$ cat config.mk
export PLATFORM = sky130hd
export DESIGN_NAME = cpu_rr_scheduler
export DESIGN_NICKNAME = d
export VERILOG_FILES = /design/src/rtl/cpu_rr_scheduler.sv
export SDC_FILE = /design/constraint.sdc
export NUM_CORES = 1
export LEC_CHECK = 0
export ABC_AREA = 1
export BUFFER_PORTS_ARGS = -buffer_cell sky130_fd_sc_hd__buf_2
export CAP_MARGIN = 10
export CORE_MARGIN = 5
export CORE_UTILIZATION = 41
export CTS_CLUSTER_DIAMETER = 40
export CTS_CLUSTER_SIZE = 14
export DETAILED_ROUTE_END_ITERATION = 16
export PLACE_DENSITY = 0.77
export SYNTH_ARGS = -nofsm -noshare
export SYNTH_HDL_FRONTEND = slang
export SYNTH_SLANG_ARGS = --single-unit
$ cat constraint.sdc
create_clock -name clk -period 3.6 [get_ports clk]
set_input_delay 1.08 -clock clk [delete_from_list [all_inputs] [get_ports clk]]
set_output_delay 1.08 -clock clk [all_outputs]
set_load 0.01 [all_outputs]
$ cat src/rtl/cpu_rr_scheduler.sv
// cpu_rr_scheduler
//   Shares one CPU datapath among NREQ requesters. A requester is granted in
//   IDLE through a one-cycle req_ready strobe. Its command and operands are
//   held on the cpu_* outputs while the CPU works. The CPU results are
//   captured after LATENCY cycles and returned with the requester's ID.
//
// Ports
//   clk, rst            clock (rising edge), asynchronous active-low reset
//   req_valid/req_ready per-requester handshake (req_ready one-hot)
//   req_cmd/req_d1..3   packed per-requester command (7b) and operands
//   cpu_cmdin/din_1..3  command and operands driven to the CPU
//   cpu_dout_*/zero/err results coming back from the CPU
//   resp_*              one-cycle result strobe plus held ID/data/flags
//   busy                a transaction is in flight
//
// Build option
//   CPU_SCHED_FIXED_PRIO_EN : when defined, the lowest-index valid requester
//   always wins and the round-robin pointer is removed.

module cpu_rr_scheduler #(
  parameter int WIDTH   = 8,
  parameter int NREQ    = 4,
  parameter int LATENCY = 4
) (
  input  logic                      clk,
  input  logic                      rst,
  input  logic [NREQ-1:0]           req_valid,
  output logic [NREQ-1:0]           req_ready,
  input  logic [NREQ*7-1:0]         req_cmd,
  input  logic [NREQ*WIDTH-1:0]     req_d1,
  input  logic [NREQ*WIDTH-1:0]     req_d2,
  input  logic [NREQ*WIDTH-1:0]     req_d3,
  output logic [6:0]                cpu_cmdin,
  output logic [WIDTH-1:0]          cpu_din_1,
  output logic [WIDTH-1:0]          cpu_din_2,
  output logic [WIDTH-1:0]          cpu_din_3,
  input  logic [WIDTH-1:0]          cpu_dout_low,
  input  logic [WIDTH-1:0]          cpu_dout_high,
  input  logic                      cpu_zero,
  input  logic                      cpu_error,
  output logic                      resp_valid,
  output logic [$clog2(NREQ)-1:0]   resp_id,
  output logic [2*WIDTH-1:0]        resp_data,
  output logic                      resp_zero,
  output logic                      resp_error,
  output logic                      busy
);

  localparam int IDW = $clog2(NREQ);

  typedef enum logic [1:0] {
    IDLE  = 2'd0,
    ISSUE = 2'd1,
    WAIT  = 2'd2,
    RESP  = 2'd3
  } state_e;

  state_e             state_q, state_d;
  logic [IDW-1:0]     gnt_q, gnt_d;
  logic [6:0]         cmd_q, cmd_d;
  logic [WIDTH-1:0]   d1_q, d1_d, d2_q, d2_d, d3_q, d3_d;
  logic [3:0]         cnt_q, cnt_d;
  logic [IDW-1:0]     resp_id_q, resp_id_d;
  logic [2*WIDTH-1:0] resp_data_q, resp_data_d;
  logic               resp_zero_q, resp_zero_d;
  logic               resp_error_q, resp_error_d;

  logic               found;
  logic [IDW-1:0]     win_idx;

`ifdef CPU_SCHED_FIXED_PRIO_EN
  // Downward scan so the lowest set index is the last one written.
  always_comb begin
    found   = 1'b0;
    win_idx = '0;
    for (int k = NREQ - 1; k >= 0; k--) begin
      if (req_valid[k]) begin
        found   = 1'b1;
        win_idx = IDW'(k);
      end
    end
  end
`else
  logic [IDW-1:0]  ptr_q, ptr_d;
  logic [NREQ-1:0] rot;
  logic [IDW-1:0]  off;
  logic [IDW:0]    sum;

  // Rotate the request vector so the pointer position lands at bit 0, find the
  // lowest set bit, then rotate the offset back into an absolute index.
  always_comb begin
    rot   = NREQ'({req_valid, req_valid} >> ptr_q);
    found = 1'b0;
    off   = '0;
    for (int k = NREQ - 1; k >= 0; k--) begin
      if (rot[k]) begin
        found = 1'b1;
        off   = IDW'(k);
      end
    end
    sum = {1'b0, ptr_q} + {1'b0, off};
    if (sum >= (IDW + 1)'(NREQ)) begin
      sum = sum - (IDW + 1)'(NREQ);
    end
    win_idx = sum[IDW-1:0];
  end

  // The requester just served drops to lowest priority.
  always_comb begin
    ptr_d = ptr_q;
    if (state_q == RESP) begin
      ptr_d = (gnt_q == IDW'(NREQ - 1)) ? '0 : gnt_q + IDW'(1);
    end
  end

  always_ff @(posedge clk or negedge rst) begin
    if (!rst) ptr_q <= '0;
    else      ptr_q <= ptr_d;
  end
`endif

  always_ff @(posedge clk or negedge rst) begin
    if (!rst) begin
      state_q      <= IDLE;
      gnt_q        <= '0;
      cmd_q        <= '0;
      d1_q         <= '0;
      d2_q         <= '0;
      d3_q         <= '0;
      cnt_q        <= '0;
      resp_id_q    <= '0;
      resp_data_q  <= '0;
      resp_zero_q  <= 1'b0;
      resp_error_q <= 1'b0;
    end else begin
      state_q      <= state_d;
      gnt_q        <= gnt_d;
      cmd_q        <= cmd_d;
      d1_q         <= d1_d;
      d2_q         <= d2_d;
      d3_q         <= d3_d;
      cnt_q        <= cnt_d;
      resp_id_q    <= resp_id_d;
      resp_data_q  <= resp_data_d;
      resp_zero_q  <= resp_zero_d;
      resp_error_q <= resp_error_d;
    end
  end

  always_comb begin
    state_d      = state_q;
    gnt_d        = gnt_q;
    cmd_d        = cmd_q;
    d1_d         = d1_q;
    d2_d         = d2_q;
    d3_d         = d3_q;
    cnt_d        = cnt_q;
    resp_id_d    = resp_id_q;
    resp_data_d  = resp_data_q;
    resp_zero_d  = resp_zero_q;
    resp_error_d = resp_error_q;
    case (state_q)
      IDLE: begin
        if (found) begin
          state_d = ISSUE;
          gnt_d   = win_idx;
          cmd_d   = req_cmd[7*int'(win_idx) +: 7];
          d1_d    = req_d1[WIDTH*int'(win_idx) +: WIDTH];
          d2_d    = req_d2[WIDTH*int'(win_idx) +: WIDTH];
          d3_d    = req_d3[WIDTH*int'(win_idx) +: WIDTH];
        end
      end
      ISSUE: begin
        cnt_d   = 4'(LATENCY - 1);
        state_d = WAIT;
      end
      WAIT: begin
        if (cnt_q == 4'd0) begin
          resp_id_d    = gnt_q;
          resp_data_d  = {cpu_dout_high, cpu_dout_low};
          resp_zero_d  = cpu_zero;
          resp_error_d = cpu_error;
          state_d      = RESP;
        end else begin
          cnt_d = cnt_q - 4'd1;
        end
      end
      RESP: begin
        state_d = IDLE;
      end
      default: begin
        state_d = IDLE;
      end
    endcase
  end

  // req_ready is gated by rst so no strobe is seen while reset holds the FSM
  // in IDLE with requests pending.
  always_comb begin
    req_ready = '0;
    if (state_q == IDLE && rst && found) begin
      req_ready[win_idx] = 1'b1;
    end
    cpu_cmdin  = (state_q == ISSUE || state_q == WAIT) ? cmd_q : 7'd0;
    resp_valid = (state_q == RESP);
    busy       = (state_q != IDLE);
  end

  assign cpu_din_1  = d1_q;
  assign cpu_din_2  = d2_q;
  assign cpu_din_3  = d3_q;
  assign resp_id    = resp_id_q;
  assign resp_data  = resp_data_q;
  assign resp_zero  = resp_zero_q;
  assign resp_error = resp_error_q;

endmodule

==> flow_summary.html <==
<table>
<tr><th>Metric</th><th>Value</th></tr>
<tr><th colspan="2">Min path</th></tr>
<tr><td>Hold path startpoint</td><td>cpu_din_3[3]</td></tr>
<tr><td>Hold Crit Class</td><td>reg -&gt; reg</td></tr>
<tr><td>Cell depth of the worst hold path</td><td>2</td></tr>
<tr><td>Hold endpoint</td><td>cpu_din_3[3]</td></tr>
<tr><th colspan="2">Synth</th></tr>
<tr><td>Post-Syn Instances</td><td>429</td></tr>
<tr><td>Share of Yosys cell area claimed by the top area cell type</td><td>between 30% and 40%</td></tr>
<tr><td>Largest cells by area after synthesis</td><td>sky130_fd_sc_hd__dfrtp_1, sky130_fd_sc_hd__mux2i_1, sky130_fd_sc_hd__nand2_1, sky130_fd_sc_hd__nand3_1, sky130_fd_sc_hd__mux2_2</td></tr>
<tr><td>Average cell area after synthesis</td><td>slightly below 9 sq um</td></tr>
<tr><td>Syn. warnings</td><td>0</td></tr>
<tr><td>Synth Net Count</td><td>about 590</td></tr>
<tr><td>Netlist area before placement</td><td>around 3800 sq um</td></tr>
<tr><td>Number of flip-flops and latches in the synthesized netlist</td><td>61</td></tr>
<tr><td>Sequential area share after synthesis</td><td>about two fifths</td></tr>
<tr><td>Library cell with the largest summed area after synthesis</td><td>sky130_fd_sc_hd__dfrtp_1</td></tr>
<tr><td>Count of distinct cell types in the synthesized netlist</td><td>27</td></tr>
<tr><th colspan="2">Drt</th></tr>
<tr><td>DRT Wirelength</td><td>between 10000 and 15000 microns</td></tr>
<tr><td>DRC violation total after the first TritonRoute iteration</td><td>~110</td></tr>
<tr><td>Detail-routed net length per standard cell</td><td>around 15 microns</td></tr>
<tr><td>Avg Vias per Cell</td><td>~5.0</td></tr>
<tr><td>First-pass iteration count of the detailed router</td><td>4</td></tr>
<tr><td>Via count</td><td>3735</td></tr>
<tr><td>Remaining design rule violation count</td><td>0</td></tr>
<tr><td>Final antenna-violating net count</td><td>0</td></tr>
<tr><th colspan="2">Global route</th></tr>
<tr><td>Maximum number of pins on one net before global-route repair</td><td>62</td></tr>
<tr><td>GRT overflow</td><td>0</td></tr>
<tr><td>Vias in the first global route</td><td>between 3000 and 4000</td></tr>
<tr><td>Global-route wire length before repair</td><td>approximately 18000 microns</td></tr>
<tr><td>Number of antenna violations at the first check in global routing</td><td>0</td></tr>
<tr><td>Tot GR Track Use</td><td>19.5%</td></tr>
<tr><th colspan="2">Timing</th></tr>
<tr><td>Post-route clock skew</td><td>10.0 ps</td></tr>
<tr><td>Worst slew slack as a fraction of its limit</td><td>between 30% and 40%</td></tr>
<tr><td>RSZ-0062 raised after global routing</td><td>true</td></tr>
<tr><td>Maximum clock rate</td><td>approximately 0.28 GHz</td></tr>
<tr><td>Period Utilization, post-route</td><td>101%</td></tr>
<tr><td>Transition time at the pin with the least slew margin</td><td>between 900 and 1000 ps</td></tr>
<tr><td>Worst path setup slack after routing</td><td>-33.7 ps</td></tr>
<tr><td>Final Setup Violations</td><td>4</td></tr>
<tr><td>Number of pins exceeding their max-slew limit in the final report</td><td>0</td></tr>
<tr><td>Minimum period implied by the final worst setup slack</td><td>around 3600 ps</td></tr>
<tr><td>Worst hold slack after final layout</td><td>~480 ps</td></tr>
<tr><td>Count of endpoints failing hold in the final timing report</td><td>0</td></tr>
<tr><th colspan="2">Setup path</th></tr>
<tr><td>Crit. End Element</td><td>output port</td></tr>
<tr><td>Element type at the critical path start</td><td>input port</td></tr>
<tr><td>Worst endpoint required time</td><td>2520 ps</td></tr>
<tr><td>Arrival time of data at the critical path endpoint</td><td>2550 ps</td></tr>
<tr><td>Worst Path Max Fanout</td><td>4</td></tr>
<tr><td>Worst reg2reg startpoint</td><td>ptr_q[0]</td></tr>
<tr><td>Reg2Reg Setup Slack</td><td>680 ps</td></tr>
<tr><td>Worst Reg2Reg Path Length in Cells</td><td>11</td></tr>
<tr><td>Destination of the worst register-to-register timing path</td><td>cmd_q[2]</td></tr>
<tr><td>Worst Setup Path Type</td><td>in -&gt; out</td></tr>
<tr><th colspan="2">Clock tree</th></tr>
<tr><td>TritonCTS clock tree</td><td>done</td></tr>
<tr><td>Root buffer cell</td><td>sky130_fd_sc_hd__clkbuf_8</td></tr>
<tr><td>Number of buffers inserted for hold repair after clock tree synthesis</td><td>0</td></tr>
<tr><td>Clock Path Buffers</td><td>2</td></tr>
<tr><td>Maximum level of the CTS H-tree</td><td>3</td></tr>
<tr><td>Clock insertion delay at the later pin of the skew report</td><td>330 ps</td></tr>
<tr><td>Clock slew seen by the registers of the worst setup and hold paths</td><td>70 ps</td></tr>
<tr><td>Total CTS buffers</td><td>9</td></tr>
<tr><td>TritonCTS Sinks</td><td>a little over 60</td></tr>
<tr><th colspan="2">Outcome</th></tr>
<tr><td>Violated checks</td><td>negative setup slack</td></tr>
<tr><td>Result of the run</td><td>complete, but fails checks</td></tr>
<tr><th colspan="2">Die</th></tr>
<tr><td>Number of standard-cell rows in the floorplan</td><td>35</td></tr>
<tr><td>Vertical extent of the die</td><td>between 100 and 150 microns</td></tr>
<tr><td>DIE AREA</td><td>roughly 11000 sq um</td></tr>
<tr><td>Starting Density</td><td>between 40% and 50%</td></tr>
<tr><td>Core footprint</td><td>9200 sq um</td></tr>
<tr><td>Die W</td><td>107 microns</td></tr>
<tr><td>Top-level port count</td><td>205</td></tr>
<tr><th colspan="2">Pwr</th></tr>
<tr><td>Leakage power of the design</td><td>between 0.002 and 0.003 uW</td></tr>
<tr><td>Worst vdd rail ir drop</td><td>roughly 800 uV</td></tr>
<tr><td>Final Power</td><td>around 6200 uW</td></tr>
<tr><td>Power density cells</td><td>approximately 1200 nW/um^2</td></tr>
<tr><th colspan="2">Final layout</th></tr>
<tr><td>Fraction of layout instances using a drive strength above 1</td><td>about 45%</td></tr>
<tr><td>Layout overhead on the synthesized area</td><td>38.8%</td></tr>
<tr><td>Utilization after layout</td><td>slightly below 60%</td></tr>
<tr><td>Total number of nets in the final design</td><td>slightly below 800</td></tr>
<tr><td>Diodes inserted</td><td>0</td></tr>
<tr><th colspan="2">Placed design</th></tr>
<tr><td>Worst-case setup slack after placement</td><td>-231 ps</td></tr>
<tr><td>Count of buffers inserted at the top-level ports</td><td>just over 200</td></tr>
<tr><td>Gpl congestion</td><td>approximately 0.8</td></tr>
<tr><td>Detail Placement HPWL</td><td>approximately 8800 microns</td></tr>
<tr><th colspan="2">Flow run</th></tr>
<tr><td>Max-cap viol count</td><td>0</td></tr>
</table>
-- sequential cells by signal, indices dropped and copies added, names as in the netlist, 2 cells and up --
register   flops
state_q        2
cpu_din_3      8
cnt_q          4
ptr_q          2
cpu_din_1      8
resp_data     16
cpu_din_2      8
cmd_q          7
gnt_q          2
resp_id        2
-- where the power goes --
group	total (uW)	switching, uW	internal (uW)
combinational	4120	2390	1730
clock	817	282	535
sequential	1260	215	1050
-- worst max-delay path by stage --
stage	from	to	slack [ps]
3_5_place_dp	req_valid[1]	req_ready[1]	-230
6_report	req_valid[0]	req_ready[0]	-30
2_1_floorplan	req_valid[1]	req_ready[1]	-10
4_1_cts	req_valid[0]	req_ready[0]	-8
3_3_place_gp	req_valid[1]	req_ready[1]	-150
5_1_grt	req_valid[0]	req_ready[2]	-90
-- metal layers --
layer / up-vias / GRT usage (%) / part of all wire [%]
li1: 1839 / - / -
met1: 1707 / 22.8 / 39
met2: 179 / 35.9 / 52
met3: 10 / 3.85 / 7.6
met4: 0 / 5.75 / 1.0
met5: - / 0 / 0
-- timing repair --
action | 4_1_cts | 5_1_grt
gates resized for setup | 16 | 2
setup endpoints to repair | 4 | 4
gates cloned | 0 | 0
pin swaps | 8 | 4
setup buffers | 3 | 0
-- cell families (layout without fill, tap and decap cells) --
family                   Yosys count  in the layout  synth area share (%)
AO/OA/AOI/OAI                     16             16                  2.15
XOR/XNOR                           1              1                 0.424
adder cells (fa/ha/maj)            8              8                  2.61
AND/OR/NAND/NOR                  214            214                  26.5
multiplexers                      81             81                  21.8
flip-flops                        61             61                  39.8
buffers and inverters             48            259                  6.82
-- cell type report --
type	count	area (sq um)
Fill cell	796	3870
Multi-Input combinational cell	320	2130
Sequential cell	61	1530
Timing Repair Buffer	220	1170
Clock inverter	7	146
Tap cell	111	139
Clock buffer	9	124
Inverter	23	93.8
-- cells in the mapped netlist --
master,instances
sky130_fd_sc_hd__mux2i_1,62
sky130_fd_sc_hd__nand2_8,1
sky130_fd_sc_hd__buf_8,1
sky130_fd_sc_hd__a21boi_0,1
sky130_fd_sc_hd__nor2_1,5
sky130_fd_sc_hd__o21ai_0,11
sky130_fd_sc_hd__buf_4,9
sky130_fd_sc_hd__mux2_2,19
sky130_fd_sc_hd__nand2_1,118
sky130_fd_sc_hd__nand2_2,7
sky130_fd_sc_hd__nand2_4,3
sky130_fd_sc_hd__buf_2,7
sky130_fd_sc_hd__ha_1,8
sky130_fd_sc_hd__buf_6,3
sky130_fd_sc_hd__a21oi_1,4
sky130_fd_sc_hd__nor2_4,1
sky130_fd_sc_hd__nand3_1,72
sky130_fd_sc_hd__nand3_4,1
sky130_fd_sc_hd__nor2_8,1
sky130_fd_sc_hd__nor3_2,4
sky130_fd_sc_hd__inv_2,3
sky130_fd_sc_hd__inv_1,18
sky130_fd_sc_hd__nor4_1,1
sky130_fd_sc_hd__xor2_2,1
sky130_fd_sc_hd__clkbuf_1,5
sky130_fd_sc_hd__dfrtp_1,61
sky130_fd_sc_hd__inv_4,2
-- layout by cell type, fill, tap and decap left out, types with 4 or more instances in the layout --
cell type,instances
sky130_fd_sc_hd__buf_2,200
sky130_fd_sc_hd__nand2_1,115
sky130_fd_sc_hd__nand3_1,69
sky130_fd_sc_hd__mux2i_1,62
sky130_fd_sc_hd__dfrtp_1,61
sky130_fd_sc_hd__mux2_2,19
sky130_fd_sc_hd__inv_1,17
sky130_fd_sc_hd__buf_4,16
sky130_fd_sc_hd__o21ai_0,11
sky130_fd_sc_hd__clkbuf_8,9
sky130_fd_sc_hd__nand2_2,8
sky130_fd_sc_hd__ha_1,7
sky130_fd_sc_hd__nand2_4,5
sky130_fd_sc_hd__nor2_1,5
sky130_fd_sc_hd__a21oi_1,4
sky130_fd_sc_hd__bufinv_16,4
-- through the flow --
step	std cells	setup TNS [ps]	instance area, sq um
final	751	-125	5330
after detailed placement	732	-801	4950
after global routing	751	-355	5330
after global placement	732	-500	4950
after CTS	751	-20.7	5320
after floorplan	429	-14.2	3850
-- critical path, stage by stage --
cell                       delay [ps]
sky130_fd_sc_hd__buf_8            100
sky130_fd_sc_hd__nand2_4           70
sky130_fd_sc_hd__nand3_2           80
sky130_fd_sc_hd__nand2_2          110
sky130_fd_sc_hd__nand3_2           70
sky130_fd_sc_hd__a21boi_2         190
sky130_fd_sc_hd__ha_4             180
sky130_fd_sc_hd__xor2_4           190
sky130_fd_sc_hd__inv_2             70
sky130_fd_sc_hd__nand3_4           90
sky130_fd_sc_hd__nand2_8           80
sky130_fd_sc_hd__nor3_4           100
sky130_fd_sc_hd__buf_2            150
Power figures use the tool's default switching activity.
